File: src/rtl/ip_tx_arbiter.sv
// rtl/ip_tx_arbiter.sv - round-robin owner of the shared IP transmit path
module ip_tx_arbiter #(
  parameter int NUM_REQ    = 4,
  parameter int IPG_CYCLES = 12
) (
  input  logic                    clock,
  input  logic                    reset,
  input  logic [NUM_REQ-1:0]      req,
  input  logic [16*NUM_REQ-1:0]   req_length,
  input  logic [NUM_REQ-1:0]      req_is_icmp,
  input  logic [32*NUM_REQ-1:0]   req_dest_ip,
  input  logic [8*NUM_REQ-1:0]    req_data,
  output logic [NUM_REQ-1:0]      grant,
  output logic [NUM_REQ-1:0]      data_rd,
  output logic [NUM_REQ-1:0]      done,
  input  logic                    ip_active,
  output logic                    tx_enable,
  output logic [15:0]             length,
  output logic                    is_icmp,
  output logic [31:0]             destination_ip,
  output logic [7:0]              data_out
);

  localparam int IDXW = $clog2(NUM_REQ);
  localparam int GW   = (IPG_CYCLES > 1) ? $clog2(IPG_CYCLES + 1) : 1;
  localparam logic [IDXW:0]   NREQ     = (IDXW + 1)'(NUM_REQ);
  localparam logic [GW-1:0]   IPG_LOAD = GW'(IPG_CYCLES);
  localparam logic [IDXW-1:0] LAST_RST = IDXW'(NUM_REQ - 1);

  typedef enum logic [1:0] {IDLE, SEND, DRAIN, GAP} state_t;

  state_t               state_q, state_d;
  logic [NUM_REQ-1:0]   grant_q, grant_d;
  logic [NUM_REQ-1:0]   done_q, done_d;
  logic                 tx_enable_q, tx_enable_d;
  logic [15:0]          length_q, length_d;
  logic                 is_icmp_q, is_icmp_d;
  logic [31:0]          dest_q, dest_d;
  logic [IDXW-1:0]      last_q, last_d;
  logic [15:0]          bytes_left_q, bytes_left_d;
  logic [GW-1:0]        gap_q, gap_d;
  // a zero-length grant is held for one cycle, then retired with done
  logic                 zero_pend_q, zero_pend_d;

  logic                 win_found;
  logic [IDXW-1:0]      win_idx;
  logic [IDXW:0]        cand_sum;
  logic [IDXW:0]        cand_red;
  logic [15:0]          win_len;

  // round-robin search starting one past the last winner
  always_comb begin
    win_found = 1'b0;
    win_idx   = '0;
    cand_sum  = '0;
    cand_red  = '0;
    for (int off = 1; off <= NUM_REQ; off++) begin
      cand_sum = {1'b0, last_q} + off[IDXW:0];
      cand_red = (cand_sum >= NREQ) ? (cand_sum - NREQ) : cand_sum;
      if (!win_found && req[cand_red[IDXW-1:0]]) begin
        win_found = 1'b1;
        win_idx   = cand_red[IDXW-1:0];
      end
    end
  end

  assign win_len = req_length[{win_idx, 4'b0000} +: 16];

  // next-state and latched packet attributes
  always_comb begin
    state_d      = state_q;
    grant_d      = grant_q;
    done_d       = '0;
    length_d     = length_q;
    is_icmp_d    = is_icmp_q;
    dest_d       = dest_q;
    last_d       = last_q;
    bytes_left_d = bytes_left_q;
    gap_d        = gap_q;
    zero_pend_d  = zero_pend_q;
    case (state_q)
      IDLE: begin
        if (zero_pend_q) begin
          done_d      = grant_q;
          grant_d     = '0;
          zero_pend_d = 1'b0;
        end else if (win_found) begin
          grant_d          = '0;
          grant_d[win_idx] = 1'b1;
          length_d         = win_len;
          is_icmp_d        = req_is_icmp[win_idx];
          dest_d           = req_dest_ip[{win_idx, 5'b00000} +: 32];
          bytes_left_d     = win_len;
          last_d           = win_idx;
          if (win_len != 16'd0) begin
            state_d = SEND;
          end else begin
            zero_pend_d = 1'b1;
          end
        end
      end
      SEND: begin
        bytes_left_d = bytes_left_q - 16'd1;
        if (bytes_left_q == 16'd1) begin
          state_d = DRAIN;
        end
      end
      DRAIN: begin
        if (!ip_active) begin
          done_d  = grant_q;
          grant_d = '0;
          gap_d   = IPG_LOAD;
          state_d = (IPG_CYCLES == 0) ? IDLE : GAP;
        end
      end
      GAP: begin
        if (gap_q > GW'(1)) begin
          gap_d = gap_q - GW'(1);
        end else begin
          gap_d   = '0;
          state_d = IDLE;
        end
      end
      default: state_d = IDLE;
    endcase
    tx_enable_d = (state_d == SEND);
  end

  // state register, asynchronous active-low reset
  always_ff @(posedge clock or negedge reset) begin
    if (!reset) begin
      state_q      <= IDLE;
      grant_q      <= '0;
      done_q       <= '0;
      tx_enable_q  <= 1'b0;
      length_q     <= '0;
      is_icmp_q    <= 1'b0;
      dest_q       <= '0;
      last_q       <= LAST_RST;
      bytes_left_q <= '0;
      gap_q        <= '0;
      zero_pend_q  <= 1'b0;
    end else begin
      state_q      <= state_d;
      grant_q      <= grant_d;
      done_q       <= done_d;
      tx_enable_q  <= tx_enable_d;
      length_q     <= length_d;
      is_icmp_q    <= is_icmp_d;
      dest_q       <= dest_d;
      last_q       <= last_d;
      bytes_left_q <= bytes_left_d;
      gap_q        <= gap_d;
      zero_pend_q  <= zero_pend_d;
    end
  end

  assign grant          = grant_q;
  assign done           = done_q;
  assign tx_enable      = tx_enable_q;
  assign length         = length_q;
  assign is_icmp        = is_icmp_q;
  assign destination_ip = dest_q;
  // last_q is the current owner while a packet is in flight
  assign data_rd        = (state_q == SEND) ? grant_q : '0;
  assign data_out       = (state_q == SEND) ? req_data[{last_q, 3'b000} +: 8] : 8'h00;

endmodule

File: config.mk
export PLATFORM = sky130hd
export DESIGN_NAME = ip_tx_arbiter
export DESIGN_NICKNAME = d
export VERILOG_FILES = /design/src/rtl/ip_tx_arbiter.sv
export SDC_FILE = /design/constraint.sdc
export NUM_CORES = 1
export LEC_CHECK = 0
export BUFFER_PORTS_ARGS = -buffer_cell sky130_fd_sc_hd__buf_2
export CAP_MARGIN = 5
export CELL_PAD_IN_SITES_DETAIL_PLACEMENT = 0
export CELL_PAD_IN_SITES_GLOBAL_PLACEMENT = 1
export CORE_ASPECT_RATIO = 1.2
export CORE_MARGIN = 2
export CORE_UTILIZATION = 28
export CTS_CLUSTER_DIAMETER = 60
export DETAILED_ROUTE_END_ITERATION = 16
export PLACE_DENSITY_LB_ADDON = 0.25
export SKIP_LAST_GASP = 1
export SLEW_MARGIN = 20
export SYNTH_ARGS = -nofsm -noshare
export SYNTH_HDL_FRONTEND = slang
export SYNTH_SLANG_ARGS = --single-unit
File: constraint.sdc
create_clock -name clock -period 5.5 [get_ports clock]
set_input_delay 0.275 -clock clock [delete_from_list [all_inputs] [get_ports clock]]
set_output_delay 0.275 -clock clock [all_outputs]
set_load 0.01 [all_outputs]
==> results.md <==
- Hold Path Class: primary input to flop
- CTS root buffer: clkbuf_16
- RSZ-0062 raised after global routing: false
- Met3 routed WL: 1.27 mm
- Final cell count without fillers: 1306
- Mapped Area: 0.00553 mm^2
- Layout Cell Area excl Fill: 0.00758 mm^2
- Num CTS Buffers: 9
- Max IR drop VDD: 138 uV
- Worst-path fanout max: 28
- CORE AREA: 0.0195 mm^2
- Layout cells sized above 1: 34.1%
- Post-Syn Instances: 766
- Number of distinct library cells after synthesis: 54
- Biggest cell delay along the critical path: 770 ps
- Worst slew pin tran: 805 ps
- Post_cts resized: 0
- Starting density of the core: 28.4%
- Final setup fails: 0
- Slew Limit Headroom: 46.3%
- Synth area leaders: dfrtp_1 37%, nand2_1 21%, nand3_1 13%
- Leakage: 4.10 nW
- Layout Skew: 5.79 ps
- Status: finished clean
- P per Cell Area: 201 mW/mm^2
- Critical path's slowest cell: dfstp_2
- Largest area contributor in the netlist: dfrtp_1
- Placer Congestion: 0.843
- Overflow after GRT: 0
- Global Route Usage Sum: 20.4%
- DIE WIDTH: 132 um
- CTS Buffer Depth: 2
- P&R area growth vs syn: 37.1%
- CTS tree: built
- Flops & latches, synth: 83
- Crit path DAT: 3330 ps
- Max-slew violation count: 0
- Crit path launch type: flop
- Initial antenna violation count: 7
- Final nets: 1276
- CTS clk-pin slew, worst paths: 60 ps
- HPWL Detailed: 16.4 mm
- Minimum clock period: 3110 ps
- Syn nets: 1005
- Final core occ: 38.9%
- DR WL/cell: 16.5 um
- Cell Chain, Critical Path: nor2b_1 > o21ai_0 > o211a_2 > buf_4 > mux2i_1 > o211ai_1 > o21ai_1 > nand4_1
- Placed Instance Area: 0.00724 mm^2
- DR pass1 iterations: 5
- Max Cap Violations: 0
- Via count: 6355
- Async set-reset flop share out of synthesis: 100%
- Sequential fraction of the synthesis area: 37.6%
- Worst-skew pair later-pin latency: 350 ps
- Yosys warning total: 0
- Final hold violation count: 0
- Row Count: 56
- Pin count of the biggest net entering global routing: 72
- Fmax: 322 MHz
- Metal2 WL: 10.8 mm
- Sink Count: 83
- Crit path kind: flop to flop
- Critical Path RT: 5720 ps
- Tcrit/Tclk final: 56.5%
- Most common cell in the netlist: nand2_1
- Antenna Violating Nets Remaining: 0
- Detailed router's first-iteration violation count: 319
- Crit path capture type: flop
- Global-route wire length before repair: 33.4 mm
- Metal-1 WL: 8.97 mm
- Area fraction of the dominant cell type after synthesis: 36.7%
- Drt drc: 0
- Die area: 0.0209 mm^2
- EDFF count, synth: 0
- Commonest cells in the netlist: 305 x nand2_1, 148 x nand3_1, 81 x dfrtp_1, 36 x clkbuf_1, 17 x and2_1
- Number of global-route vias before repair: 6177
- Io pins: 305
- Post-Route WL: 21.5 mm
- H-tree depth: 3
- Die height: 158 um
- Placed Cells: 1286
- DR top layer: met5
- Post-synth top flop: dfrtp_1
- Port Buffers: 304
- Vias per inst: 4.87
- Synth Area per Inst: 7.21 um^2
- Setup TNS Final: 0 ps
cell type report:
type                       count  area (um^2)
fill                        2226        11900
clock inverter                 4         73.8
timing repair buffer         313         1590
tap                          261          327
antenna                        3         7.51
clock buffer                  12          246
inverter                       7         26.3
sequential                    83         2080
multi-input combinational    623         3220
registers in the layout (all words and copies together), names as in the netlist:
signal	flops
state_q	2
last_q	2
done	4
destination_ip	32
is_icmp	1
zero_pend_q	1
grant	4
tx_enable	1
length	16
bytes_left_q	16
gap_q	4
kinds of logic (layout without fill, tap and decap cells):
group / count (synthesis) / after routing / synth area share [%]
flip-flops: 83 / 83 / 37.6
adder cells (fa/ha/maj): 4 / 4 / 0.906
buffers and inverters: 60 / 336 / 4.30
AND/OR/NAND/NOR: 541 / 541 / 44.2
other: 0 / 3 / 0
XOR/XNOR: 1 / 1 / 0.159
multiplexers: 16 / 16 / 4.78
AO/OA/AOI/OAI: 61 / 61 / 8.01
worst paths after layout:
path                                          startpoint                              to  slack (ps)  cells past startpoint
setup / recovery                   last_q[0]$_DFFE_PN1P_            state_q[0]$_DFF_PN0_        2390                      8
hold / removal                           req_dest_ip[12]  destination_ip[12]$_DFFE_PN0P_         270                      5
max in group asynchronous                          reset  destination_ip[21]$_DFFE_PN0P_        4040                      3
min in group asynchronous                          reset          length[12]$_DFFE_PN0P_         440                      2
hold reg to reg            destination_ip[3]$_DFFE_PN0P_   destination_ip[3]$_DFFE_PN0P_         470                      2
setup reg to reg                   last_q[0]$_DFFE_PN1P_            state_q[0]$_DFF_PN0_        2390                      8
power by group:
part | switching (mW) | internal, mW | total, mW
Combinational | 0.139 | 0.110 | 0.248
Clock | 0.250 | 0.411 | 0.661
Sequential | 0 | 0.611 | 0.611
Total | 0.389 | 1.13 | 1.52
worst max-delay path: cells and delay by family (launching register included):
family,cells,cell delay (ps)
compound gates,4,1260
flops,1,770
simple gates,2,270
buf+inv,1,450
mux,1,230
layer usage:
metal / vias up / global-route usage [%]
li1: 3182 / -
met3: 31 / 4.61
met4: 6 / 7.07
met5: - / 0
met2: 191 / 35.6
met1: 2945 / 24.9
metrics by stage:
step | setup slack [ps] | hold WS, ps | total power [mW]
after detailed placement | 2360 | 284 | 0.873
after floorplan | 3300 | -20.6 | 0.735
after global routing | 2070 | 277 | 1.60
after global placement | 2390 | 274 | 0.875
final | 2390 | 265 | 1.52
after CTS | 2350 | 258 | 1.54
placed cells by master (no fill, tap or decap), types with 9 or more instances in the layout:
master / netlist / routed
clkbuf_16: 0 / 9
buf_2: 7 / 303
nor4_1: 9 / 9
and2_1: 17 / 17
buf_4: 1 / 9
o211ai_1: 10 / 10
o21ai_0: 13 / 13
nor2_1: 15 / 14
nand3_1: 148 / 148
dfrtp_1: 81 / 81
nand2_1: 305 / 305
repair_timing:
action | in CTS | in global routing
setup buffers | 0 | 0
endpoints found under the hold margin | 34 | 0
endpoints found under the setup margin | 0 | 0
hold buffers | 1 | 0
Note: power is estimated with default switching activity, not from simulation.
